==> src/rtl/mips_pkg.sv <==
// Shared constants and types for the MIPS hazard stall unit.
package mips_pkg;

   localparam int unsigned INSTR_W = 32;
   localparam int unsigned REG_W   = 5;
   localparam int unsigned CNT_W   = 16;

   localparam logic [INSTR_W-1:0] NOP_WORD_DEF = 32'h0C631800;

   localparam logic [5:0] OP_RR_LAST  = 6'h05;
   localparam logic [5:0] OP_LW       = 6'h08;
   localparam logic [5:0] OP_SW       = 6'h09;
   localparam logic [5:0] OP_RM_FIRST = 6'h0A;
   localparam logic [5:0] OP_RM_LAST  = 6'h0C;
   localparam logic [5:0] OP_BNEQZ    = 6'h0D;
   localparam logic [5:0] OP_BEQZ     = 6'h0E;
   localparam logic [5:0] OP_HLT      = 6'h30;

   typedef struct packed {
      logic             valid;
      logic [REG_W-1:0] dest;
      logic             is_load;
   } sb_entry_t;

   typedef enum logic {
      RUN  = 1'b0,
      HALT = 1'b1
   } state_t;

endpackage

==> src/rtl/mips_hazard_stall_unit_if.sv <==
// Fetch-side and decode-side handshakes of the hazard stall unit.
interface mips_hazard_stall_unit_if;
   import mips_pkg::*;

   logic               in_valid;
   logic [INSTR_W-1:0] in_instr;
   logic               in_ready;
   logic               out_valid;
   logic [INSTR_W-1:0] out_instr;
   logic               out_ready;
   logic               out_bubble;

   modport master (
      output in_valid, in_instr, out_ready,
      input  in_ready, out_valid, out_instr, out_bubble
   );

   modport slave (
      input  in_valid, in_instr, out_ready,
      output in_ready, out_valid, out_instr, out_bubble
   );

endinterface

==> src/rtl/mips_instr_decode.sv <==
// Combinational field extraction: which sources are read, which register is written.
module mips_instr_decode
   import mips_pkg::*;
(
   input  logic [20:0]      hdr,
   output logic [REG_W-1:0] src1_c,
   output logic [REG_W-1:0] src2_c,
   output logic             src1_used_c,
   output logic             src2_used_c,
   output logic [REG_W-1:0] dest_c,
   output logic             dest_valid_c,
   output logic             is_load_c,
   output logic             is_hlt_c
);

   logic [5:0]       opcode;
   logic [REG_W-1:0] rs, rt, rd;
   logic             reads_rs, reads_rt, writes;

   assign opcode = hdr[20:15];
   assign rs     = hdr[14:10];
   assign rt     = hdr[9:5];
   assign rd     = hdr[4:0];

   always_comb begin
      reads_rs  = 1'b0;
      reads_rt  = 1'b0;
      writes    = 1'b0;
      dest_c    = '0;
      is_load_c = 1'b0;
      is_hlt_c  = 1'b0;
      if (opcode <= OP_RR_LAST) begin
         reads_rs = 1'b1;
         reads_rt = 1'b1;
         writes   = 1'b1;
         dest_c   = rd;
      end else if (opcode >= OP_RM_FIRST && opcode <= OP_RM_LAST) begin
         reads_rs = 1'b1;
         writes   = 1'b1;
         dest_c   = rt;
      end else if (opcode == OP_LW) begin
         reads_rs  = 1'b1;
         writes    = 1'b1;
         dest_c    = rt;
         is_load_c = 1'b1;
      end else if (opcode == OP_SW) begin
         reads_rs = 1'b1;
         reads_rt = 1'b1;
      end else if (opcode == OP_BNEQZ || opcode == OP_BEQZ) begin
         reads_rs = 1'b1;
      end else if (opcode == OP_HLT) begin
         is_hlt_c = 1'b1;
      end
   end

   // R0 is hard-wired zero: it never produces nor consumes a dependency.
   assign src1_c       = rs;
   assign src2_c       = rt;
   assign src1_used_c  = reads_rs && (rs != '0);
   assign src2_used_c  = reads_rt && (rt != '0);
   assign dest_valid_c = writes && (dest_c != '0);

endmodule

==> src/rtl/mips_hazard_stall_unit.sv <==
// Issue-stage interlock: holds fetch and issues NOP bubbles while a source is in flight.
// Define MIPS_HAZ_FWD_EN to stall only on load-use against the newest issued instruction.
module mips_hazard_stall_unit
   import mips_pkg::*;
#(
   parameter int unsigned        PIPE_DEPTH = 3,
   parameter logic [INSTR_W-1:0] NOP_WORD   = NOP_WORD_DEF
) (
   input  logic                           clk1,
   input  logic                           reset,
   mips_hazard_stall_unit_if.slave        bus,
   output logic                           halted,
   output logic [CNT_W-1:0]               stall_count
);

   state_t             state;
   sb_entry_t          sb [PIPE_DEPTH];
   logic               out_valid, out_bubble;
   logic [INSTR_W-1:0] out_instr;

   logic [REG_W-1:0] src1, src2, dest;
   logic             src1_used, src2_used, dest_valid, is_load, is_hlt;
   sb_entry_t        new_entry;
   logic             match, hazard, load_en, xfer;

   mips_instr_decode u_decode (
      .hdr          (bus.in_instr[31:11]),
      .src1_c       (src1),
      .src2_c       (src2),
      .src1_used_c  (src1_used),
      .src2_used_c  (src2_used),
      .dest_c       (dest),
      .dest_valid_c (dest_valid),
      .is_load_c    (is_load),
      .is_hlt_c     (is_hlt)
   );

   function automatic logic hits(input sb_entry_t e, input logic u1, input logic [REG_W-1:0] s1,
                                 input logic u2, input logic [REG_W-1:0] s2);
      return e.valid && ((u1 && (s1 == e.dest)) || (u2 && (s2 == e.dest)));
   endfunction

   // Entry 0 tracks the word sitting in the output register; older entries age on transfers.
   always_comb begin
      match = 1'b0;
`ifdef MIPS_HAZ_FWD_EN
      match = sb[0].is_load && hits(sb[0], src1_used, src1, src2_used, src2);
`else
      for (int unsigned i = 0; i < PIPE_DEPTH; i++) begin
         if (hits(sb[i], src1_used, src1, src2_used, src2)) match = 1'b1;
      end
`endif
   end

   assign new_entry = '{valid: dest_valid, dest: dest, is_load: is_load};
   assign xfer      = out_valid && bus.out_ready;
   assign load_en   = !out_valid || bus.out_ready;
   assign hazard    = bus.in_valid && match && (state == RUN);
   assign bus.in_ready = !reset && (state == RUN) && load_en && !hazard;

   assign bus.out_valid  = out_valid;
   assign bus.out_instr  = out_instr;
   assign bus.out_bubble = out_bubble;

   always_ff @(posedge clk1) begin
      if (reset) begin
         state       <= RUN;
         out_valid   <= 1'b0;
         out_instr   <= NOP_WORD;
         out_bubble  <= 1'b0;
         halted      <= 1'b0;
         stall_count <= '0;
         for (int unsigned i = 0; i < PIPE_DEPTH; i++) sb[i] <= '0;
      end else begin
         if (xfer && out_bubble && (stall_count != {CNT_W{1'b1}}))
            stall_count <= stall_count + CNT_W'(1);
         if (load_en) begin
            if (xfer || (state == HALT)) begin
               for (int unsigned i = 1; i < PIPE_DEPTH; i++) sb[i] <= sb[i-1];
            end
            sb[0]      <= '0;
            out_valid  <= 1'b0;
            out_bubble <= 1'b0;
            if (state == RUN) begin
               if (hazard) begin
                  out_instr  <= NOP_WORD;
                  out_valid  <= 1'b1;
                  out_bubble <= 1'b1;
               end else if (bus.in_valid) begin
                  out_instr <= bus.in_instr;
                  out_valid <= 1'b1;
                  sb[0]     <= new_entry;
                  if (is_hlt) begin
                     state  <= HALT;
                     halted <= 1'b1;
                  end
               end
            end
         end
      end
   end

endmodule

==> src/flat_wrapper.sv <==
// flat-port wrapper written by rule: the top's interface ports become plain ports
module mips_hazard_stall_unit_flat import mips_pkg::*;
#(
   parameter int unsigned        PIPE_DEPTH = 3,
   parameter logic [INSTR_W-1:0] NOP_WORD   = NOP_WORD_DEF
)
  (clk1, reset, halted, stall_count, bus_in_valid, bus_in_instr, bus_out_ready, bus_in_ready, bus_out_valid, bus_out_instr, bus_out_bubble);
  mips_hazard_stall_unit_if bus_i ();
  input  logic clk1;
  input  logic reset;
  output logic halted;
  output logic [CNT_W-1:0] stall_count;
  input wire logic [$bits(bus_i.in_valid)-1:0] bus_in_valid;
  input wire logic [$bits(bus_i.in_instr)-1:0] bus_in_instr;
  input wire logic [$bits(bus_i.out_ready)-1:0] bus_out_ready;
  output wire logic [$bits(bus_i.in_ready)-1:0] bus_in_ready;
  output wire logic [$bits(bus_i.out_valid)-1:0] bus_out_valid;
  output wire logic [$bits(bus_i.out_instr)-1:0] bus_out_instr;
  output wire logic [$bits(bus_i.out_bubble)-1:0] bus_out_bubble;
  assign bus_i.in_valid = bus_in_valid;
  assign bus_i.in_instr = bus_in_instr;
  assign bus_i.out_ready = bus_out_ready;
  assign bus_in_ready = bus_i.in_ready;
  assign bus_out_valid = bus_i.out_valid;
  assign bus_out_instr = bus_i.out_instr;
  assign bus_out_bubble = bus_i.out_bubble;
  mips_hazard_stall_unit #(.PIPE_DEPTH(PIPE_DEPTH), .NOP_WORD(NOP_WORD)) u_core (.clk1(clk1), .reset(reset), .bus(bus_i), .halted(halted), .stall_count(stall_count));
endmodule
==> config.mk <==
export PLATFORM = sky130hd
export DESIGN_NAME = mips_hazard_stall_unit_flat
export DESIGN_NICKNAME = d
export VERILOG_FILES = /design/src/rtl/mips_pkg.sv /design/src/rtl/mips_hazard_stall_unit_if.sv /design/src/rtl/mips_instr_decode.sv /design/src/rtl/mips_hazard_stall_unit.sv /design/src/flat_wrapper.sv
export SDC_FILE = /design/constraint.sdc
export NUM_CORES = 1
export LEC_CHECK = 0
export ABC_AREA = 1
export CAP_MARGIN = 5
export CORE_MARGIN = 1
export CORE_UTILIZATION = 53
export DETAILED_ROUTE_END_ITERATION = 7
export PLACE_DENSITY = 0.85
export SETUP_SLACK_MARGIN = 0.15
export SYNTH_ARGS = -nofsm -noshare
export SYNTH_HDL_FRONTEND = slang
export SYNTH_SLANG_ARGS = --single-unit
==> constraint.sdc <==
create_clock -name clk1 -period 5.6 [get_ports clk1]
set_input_delay 1.12 -clock clk1 [delete_from_list [all_inputs] [get_ports clk1]]
set_output_delay 1.12 -clock clk1 [all_outputs]
set_load 0.01 [all_outputs]
==> flow_metrics.py, run 1 <==
metrics = {
    "synthesis": {
        "synth.avg_cell_area_um2": 7.70,
        "synthArstFlopShare": 0,
        "synth_cell_type_count": 31,
        "synth_top_area_cell": "dfxtp_1",
        "synthTopCellsByCount": "80 x nand2_1, 68 x inv_1, 52 x dfxtp_1",
        "ys_seq_elements": 70,
        "synthTopCellsByArea": "dfxtp_1 30%, edfxtp_1 16%, nand2_1 8.6%",
        "syn_inst": 453,
        "ys_seq_area_frac": 0.454,
        "ys_warn_count": 0,
        "yosysMostFrequentCell": "nand2_1",
        "synth-edff-count": 18,
        "syn-num-nets": 490,
        "yosysTopAreaCellShare": 0.299,
        "ys.flop_type": "dfxtp_1",
        "mappedNetlistArea_um2": 3490,
    },
    "clocking": {
        "cts_tree": "done",
        "clk_pin_slew_ns": 0.07,
        "clock_sinks": 70,
        "cts_root_buf": "clkbuf_8",
        "clockBufferDepth": 2,
        "ctsResizeCount": 0,
        "htree_levels": 3,
        "hold_buffers": 0,
        "worst_skew_pair.late_latency_ns": 0.34,
        "post_cts_buffers": 0,
        "cts_buffers": 9,
    },
    "floorplanning": {
        "coreArea_um2": 6350,
        "rows": 29,
        "initial_core_util": 0.549,
        "io_pins": 88,
        "die-area_um2": 6910,
        "die_h_um": 83.1,
        "die_w_um": 83.1,
    },
    "sta": {
        "finalHoldViolations": 0,
        "fin_crit_ns": 4.61,
        "fmax_mhz": 217,
        "fin_crit_sh": 0.824,
        "rsz0062_at_grt": "no",
        "maxSlewHeadroom": 0.329,
        "holdWs_ns": 0.453,
        "setup_tns_ns": 0,
        "drv_slew": 0,
        "tightest_slew_ns": 1.01,
        "finClkSkew_ns": 0.00783,
        "finalSetupViolations": 0,
    },
    "placement": {
        "place_hpwl_um": 6170,
        "place_congestion": 0.859,
        "numPortBuffers": 87,
    },
    "cells_and_area": {
        "final_nets": 574,
        "diodes": 0,
        "layout-drive-gt1-share": 0.0793,
        "area_growth_pct": 31.8,
    },
    "flow_run": {
        "cap_violations": 0,
    },
    "detailed_routing": {
        "drt_wl_total_um": 8450,
        "drc": 0,
        "via_count": 3230,
        "routedWlPerCell_um": 13.7,
        "first_pass_iters": 4,
        "postRouteAntennaNets": 0,
        "vias_per_cell": 5.22,
        "initialDrtViolationCount": 236,
    },
    "setup_path": {
        "critPathKind": "primary input to primary output",
        "cp.required_ns": 4.48,
        "crit_arrival_ns": 3.49,
        "start_kind": "primary input",
        "cp_max_fo": 9,
        "worstSetupEndpointType": "primary output",
    },
    "power_and_ir_drop": {
        "leakage_nw": 1.91,
        "p_per_area_nw_per_um2": 252,
        "ir_drop_mv": 0.173,
    },
    "global_route": {
        "grt_max_degree": 35,
        "grt_pass1_wl_um": 14300,
        "grt_antenna_before_repair": 0,
        "grt_pass1_vias": 3085,
        "grt_overflow": 0,
        "track_usage": 0.253,
    },
    "status": {
        "outcome": "complete, no violations",
    },
    "hold_path": {
        "hp-class": "register to register",
    },
}
[worst max-delay path: stages]
cell and delay (ns):
clkdlybuf4s50_1 0.44, inv_1 0.09, nand2_1 0.09, inv_1 0.09
nand3_2 0.17, a21oi_1 0.29, nand2_1 0.09, nand2_1 0.07
nand2_1 0.07, nand3_1 0.12, nand2_1 0.19, nand2_1 0.11
nor2_1 0.05, clkdlybuf4s50_1 0.49
[stage by stage]
step / utilization / worst slack (ns) / std cells / total power, mW / cell area (um2)
after floorplan: - / 2.17 / 453 / 0.673 / 3490
final: 0.724 / 0.987 / 619 / 1.16 / 4600
after CTS: 0.724 / 0.996 / 619 / 1.17 / 4600
after global routing: 0.724 / 0.748 / 619 / 1.21 / 4600
after detailed placement: 0.692 / 1.01 / 603 / 0.759 / 4390
after global placement: 0.692 / 1.06 / 603 / 0.755 / 4390
[area by class of cell]
cell class	instances	area (um2)
fillers	487	1750
flip-flops and latches	70	1580
multi-input cells	294	1550
repair buffers	90	893
inverters	72	270
clock buffers	14	194
well taps	77	96.3
clock inverters	2	11.3
[path summary, 6_finish.rpt]
| path | slack, ns | end | cells after the start | start |
|---|---|---|---|---|
| max reg2reg | 3.51 | u_core.stall_count[15] | 12 | u_core.stall_count[0] |
| min | 0.45 | u_core.halted | 2 | u_core.halted |
| min reg2reg | 0.45 | u_core.halted | 2 | u_core.halted |
| max | 0.99 | bus_in_ready | 14 | bus_in_instr[30] |
[kinds of logic (layout without fill, tap and decap cells)]
family,Yosys count,after routing,share of synthesized area
buffers and inverters,89,178,0.102
AOI/OAI and AO/OA,71,71,0.127
DFF,70,70,0.454
adders and majority gates,1,1,0.00359
and+or+nand+nor,196,196,0.249
xor gates and xnor gates,26,26,0.0653
[report_power, final]
part / switching, mW / internal (mW)
registers: 0.0193 / 0.548
logic: 0.0937 / 0.0882
clock network: 0.186 / 0.224
total: 0.299 / 0.861
[layer usage]
layer,routed length (um),global-route usage
met1,3760,0.345
met4,186,0.110
met3,562,0.0596
met2,3940,0.385
met5,0,0
[state kept, by name, indices dropped and copies added, names as in the netlist]
signal / count
u_core.halted: 1
u_core.state: 1
u_core.stall_count: 16
u_core.bus.out_bubble: 1
u_core.sb: 18
u_core.bus.out_instr: 32
u_core.bus.out_valid: 1
[cells in the final DEF (no fill, tap or decap), drive strengths merged]
master         instances
a211oi                 2
a21o                   1
a21oi                 27
a31oi                  2
and3                   3
buf                    3
clkbuf                14
clkdlybuf4s50         87
clkinv                 1
dfxtp                 52
edfxtp                18
ha                     1
inv                   73
nand2                 81
nand3                 51
nand3b                 1
nand4                  3
nor2                  44
nor3                  13
o21a                   3
o21ai                 35
o21bai                 1
xnor2                 17
xor2                   9
(Power assumes the default switching activity.)
==> run 2, diff against run 1 <==
- CORE_UTILIZATION: 53 -> 44
- PLACE_DENSITY: 0.85 -> 0.76
- clock period: 5.6 -> 3.72 ns (I/O delays scaled with it)
==> run 2 against run 1 <==
Critical path depth increased by 2. Final area increased by 1.7%. Non-clock buffer count increased by 7. Clock power increased by 51%. Power increased by 51%. Worst setup slack got worse by 0.54 ns. Wire length increased by 1.5%. Global-route usage decreased by 3.2 points. Sequential cell count unchanged. Clock-buffer cell count decreased by 3. Worst hold slack got worse by 0.00095 ns. Combinational power increased by 53%. Critical endpoint unchanged.
==> flow_metrics.py, run 2 (synthesized netlist as in run 1, its figures left out) <==
metrics = {
    "sta": {
        "fin_crit_ns": 3.27,
        "finalSetupViolations": 0,
        "tightest_slew_ns": 0.437,
        "fin_crit_sh": 0.879,
        "maxSlewHeadroom": 0.709,
        "setup_tns_ns": 0,
        "finalHoldViolations": 0,
        "drv_slew": 0,
        "fmax_mhz": 306,
        "finClkSkew_ns": 0.0114,
        "rsz0062_at_grt": "no",
    },
    "detailed_routing": {
        "first_pass_iters": 4,
        "routedWlPerCell_um": 13.2,
        "drc": 0,
        "drt_wl_total_um": 8580,
        "initialDrtViolationCount": 177,
        "vias_per_cell": 4.89,
        "via_count": 3185,
        "postRouteAntennaNets": 0,
    },
    "hold_path": {
        "hold_end": "u_core.halted",
        "whs_path_depth": 2,
        "hp-class": "register to register",
        "min_from": "u_core.halted",
    },
    "placement": {
        "place_congestion": 1.03,
        "numPortBuffers": 87,
        "place_hpwl_um": 6470,
        "place_area_um2": 4480,
        "placed_cells": 635,
    },
    "cells_and_area": {
        "fin_util": 0.608,
        "layout-drive-gt1-share": 0.0947,
        "final_nets": 581,
        "top_regs": "u_core.bus.out_instr: 32 flops, u_core.sb: 18 flops, u_core.stall_count: 16 flops",
        "area_growth_pct": 34.0,
        "final_common_cell": "clkdlybuf4s50_1",
        "stdcell_area_um2": 4670,
        "layout_common_cells": "86 x clkdlybuf4s50_1, 80 x nand2_1, 68 x inv_1",
        "regMostFlops": "u_core.bus.out_instr",
        "fill_cells": 707,
        "largest_register_ffs": 32,
        "final_cells": 651,
        "diodes": 0,
    },
    "global_route": {
        "track_usage": 0.221,
        "grt_pass1_vias": 3050,
        "grt_max_degree": 34,
        "grt_pass1_wl_um": 14600,
        "grt_antenna_before_repair": 0,
        "grt_overflow": 0,
    },
    "clocking": {
        "worst_skew_pair.late_latency_ns": 0.35,
        "clock_sinks": 70,
        "cts_tree": "done",
        "cts_root_buf": "clkbuf_8",
        "clockBufferDepth": 2,
        "clk_pin_slew_ns": 0.07,
        "htree_levels": 3,
        "cts_buffers": 9,
        "hold_buffers": 0,
    },
    "setup_path": {
        "r2r-end": "u_core.stall_count[15]",
        "critPathKind": "primary input to primary output",
        "cp.required_ns": 2.98,
        "start_kind": "primary input",
        "rr_startpoint": "u_core.stall_count[0]",
        "crit_arrival_ns": 2.53,
        "ff2ff_setup_slack_ns": 1.60,
        "cp_max_fo": 3,
        "worstSetupEndpointType": "primary output",
        "rr_worst_depth": 12,
    },
    "floorplanning": {
        "die-area_um2": 8290,
        "coreArea_um2": 7690,
        "initial_core_util": 0.454,
        "rows": 32,
        "io_pins": 88,
        "die_w_um": 91.0,
        "die_h_um": 91.0,
    },
    "power_and_ir_drop": {
        "leakage_nw": 1.94,
        "ir_drop_mv": 0.339,
        "p_per_area_nw_per_um2": 375,
    },
    "flow_run": {
        "cap_violations": 0,
    },
    "status": {
        "outcome": "complete, no violations",
    },
}
-- run 2: cell count changes in the layout (fill, tap and decap cells not counted) --
cell             delta
clkdlybuf4s50_1     -1
clkbuf_16           -1
nor3_1              -1
buf_4               +7
inv_6               +1
nor3_2              +1
bufinv_16           +1
inv_4               +1
clkbuf_8            -2
clkbuf_2            +1
-- run 2: per-layer routing --
metal	part of all wire	GRT usage	routed length, um	vias to the layer above
met3	0.065	0.0570	560	13
met1	0.45	0.281	3850	1442
met2	0.46	0.352	3970	94
li1	-	-	-	1636
met4	0.023	0.102	201	0
met5	0	0	0	-
-- run 2: repair_timing --
action / 4_1_cts / 5_1_grt
endpoints found under the setup margin: 1 / 1
setup buffers: 0 / 0
resized for setup: 2 / 2
-- run 2: worst max-delay path, cell delays in order --
cell,delay [ns]
clkdlybuf4s50_1,0.51
inv_1,0.07
nand2_1,0.11
inv_1,0.08
nand2_1,0.09
nand2_1,0.05
inv_1,0.06
nand3_2,0.09
nand3_1,0.09
nand2_1,0.05
nand2_1,0.08
nand3_1,0.12
nand2_1,0.10
nand2_1,0.05
nor2_1,0.10
clkbuf_2,0.15
-- run 2: worst max path at each step --
stage | start | endpoint | slack, ns | depth (start not counted)
finish | bus_in_instr[30] | bus_in_ready | 0.45 | 16
global route | bus_in_instr[30] | bus_in_ready | 0.21 | 16
CTS | bus_in_instr[17] | bus_in_ready | 0.33 | 12
detailed placement | bus_in_instr[23] | bus_in_ready | 0.07 | 11
global placement | bus_in_instr[27] | bus_in_ready | 0.11 | 14
floorplan | bus_in_instr[19] | bus_in_ready | 1.05 | 12
-- run 2: where the power goes --
part	total, mW	internal (mW)	switching (mW)
clock network	0.618	0.330	0.288
logic	0.278	0.136	0.142
registers	0.855	0.826	0.0299
-- run 2: layout make-up --
cell class                      count  area [um2]  share of cell area
Clock buffer                       11         141              0.0303
Clock inverter                      5        56.3              0.0120
Inverter                           72         270              0.0578
Multi-Input combinational cell    294        1560               0.333
Sequential cell                    70        1580               0.338
Tap cell                          102         128              0.0273
Timing Repair Buffer               97         941               0.201
-- run 2: stage by stage --
| step | worst slack, ns | power (mW) | hold WS, ns |
|---|---|---|---|
| 2_1_floorplan | 1.05 | 1.01 | 0.474 |
| 3_5_place_dp | 0.0722 | 1.15 | 0.445 |
| 3_3_place_gp | 0.109 | 1.15 | 0.439 |
| 5_1_grt | 0.213 | 1.83 | 0.498 |
| 6_report | 0.449 | 1.75 | 0.452 |
| 4_1_cts | 0.327 | 1.77 | 0.455 |
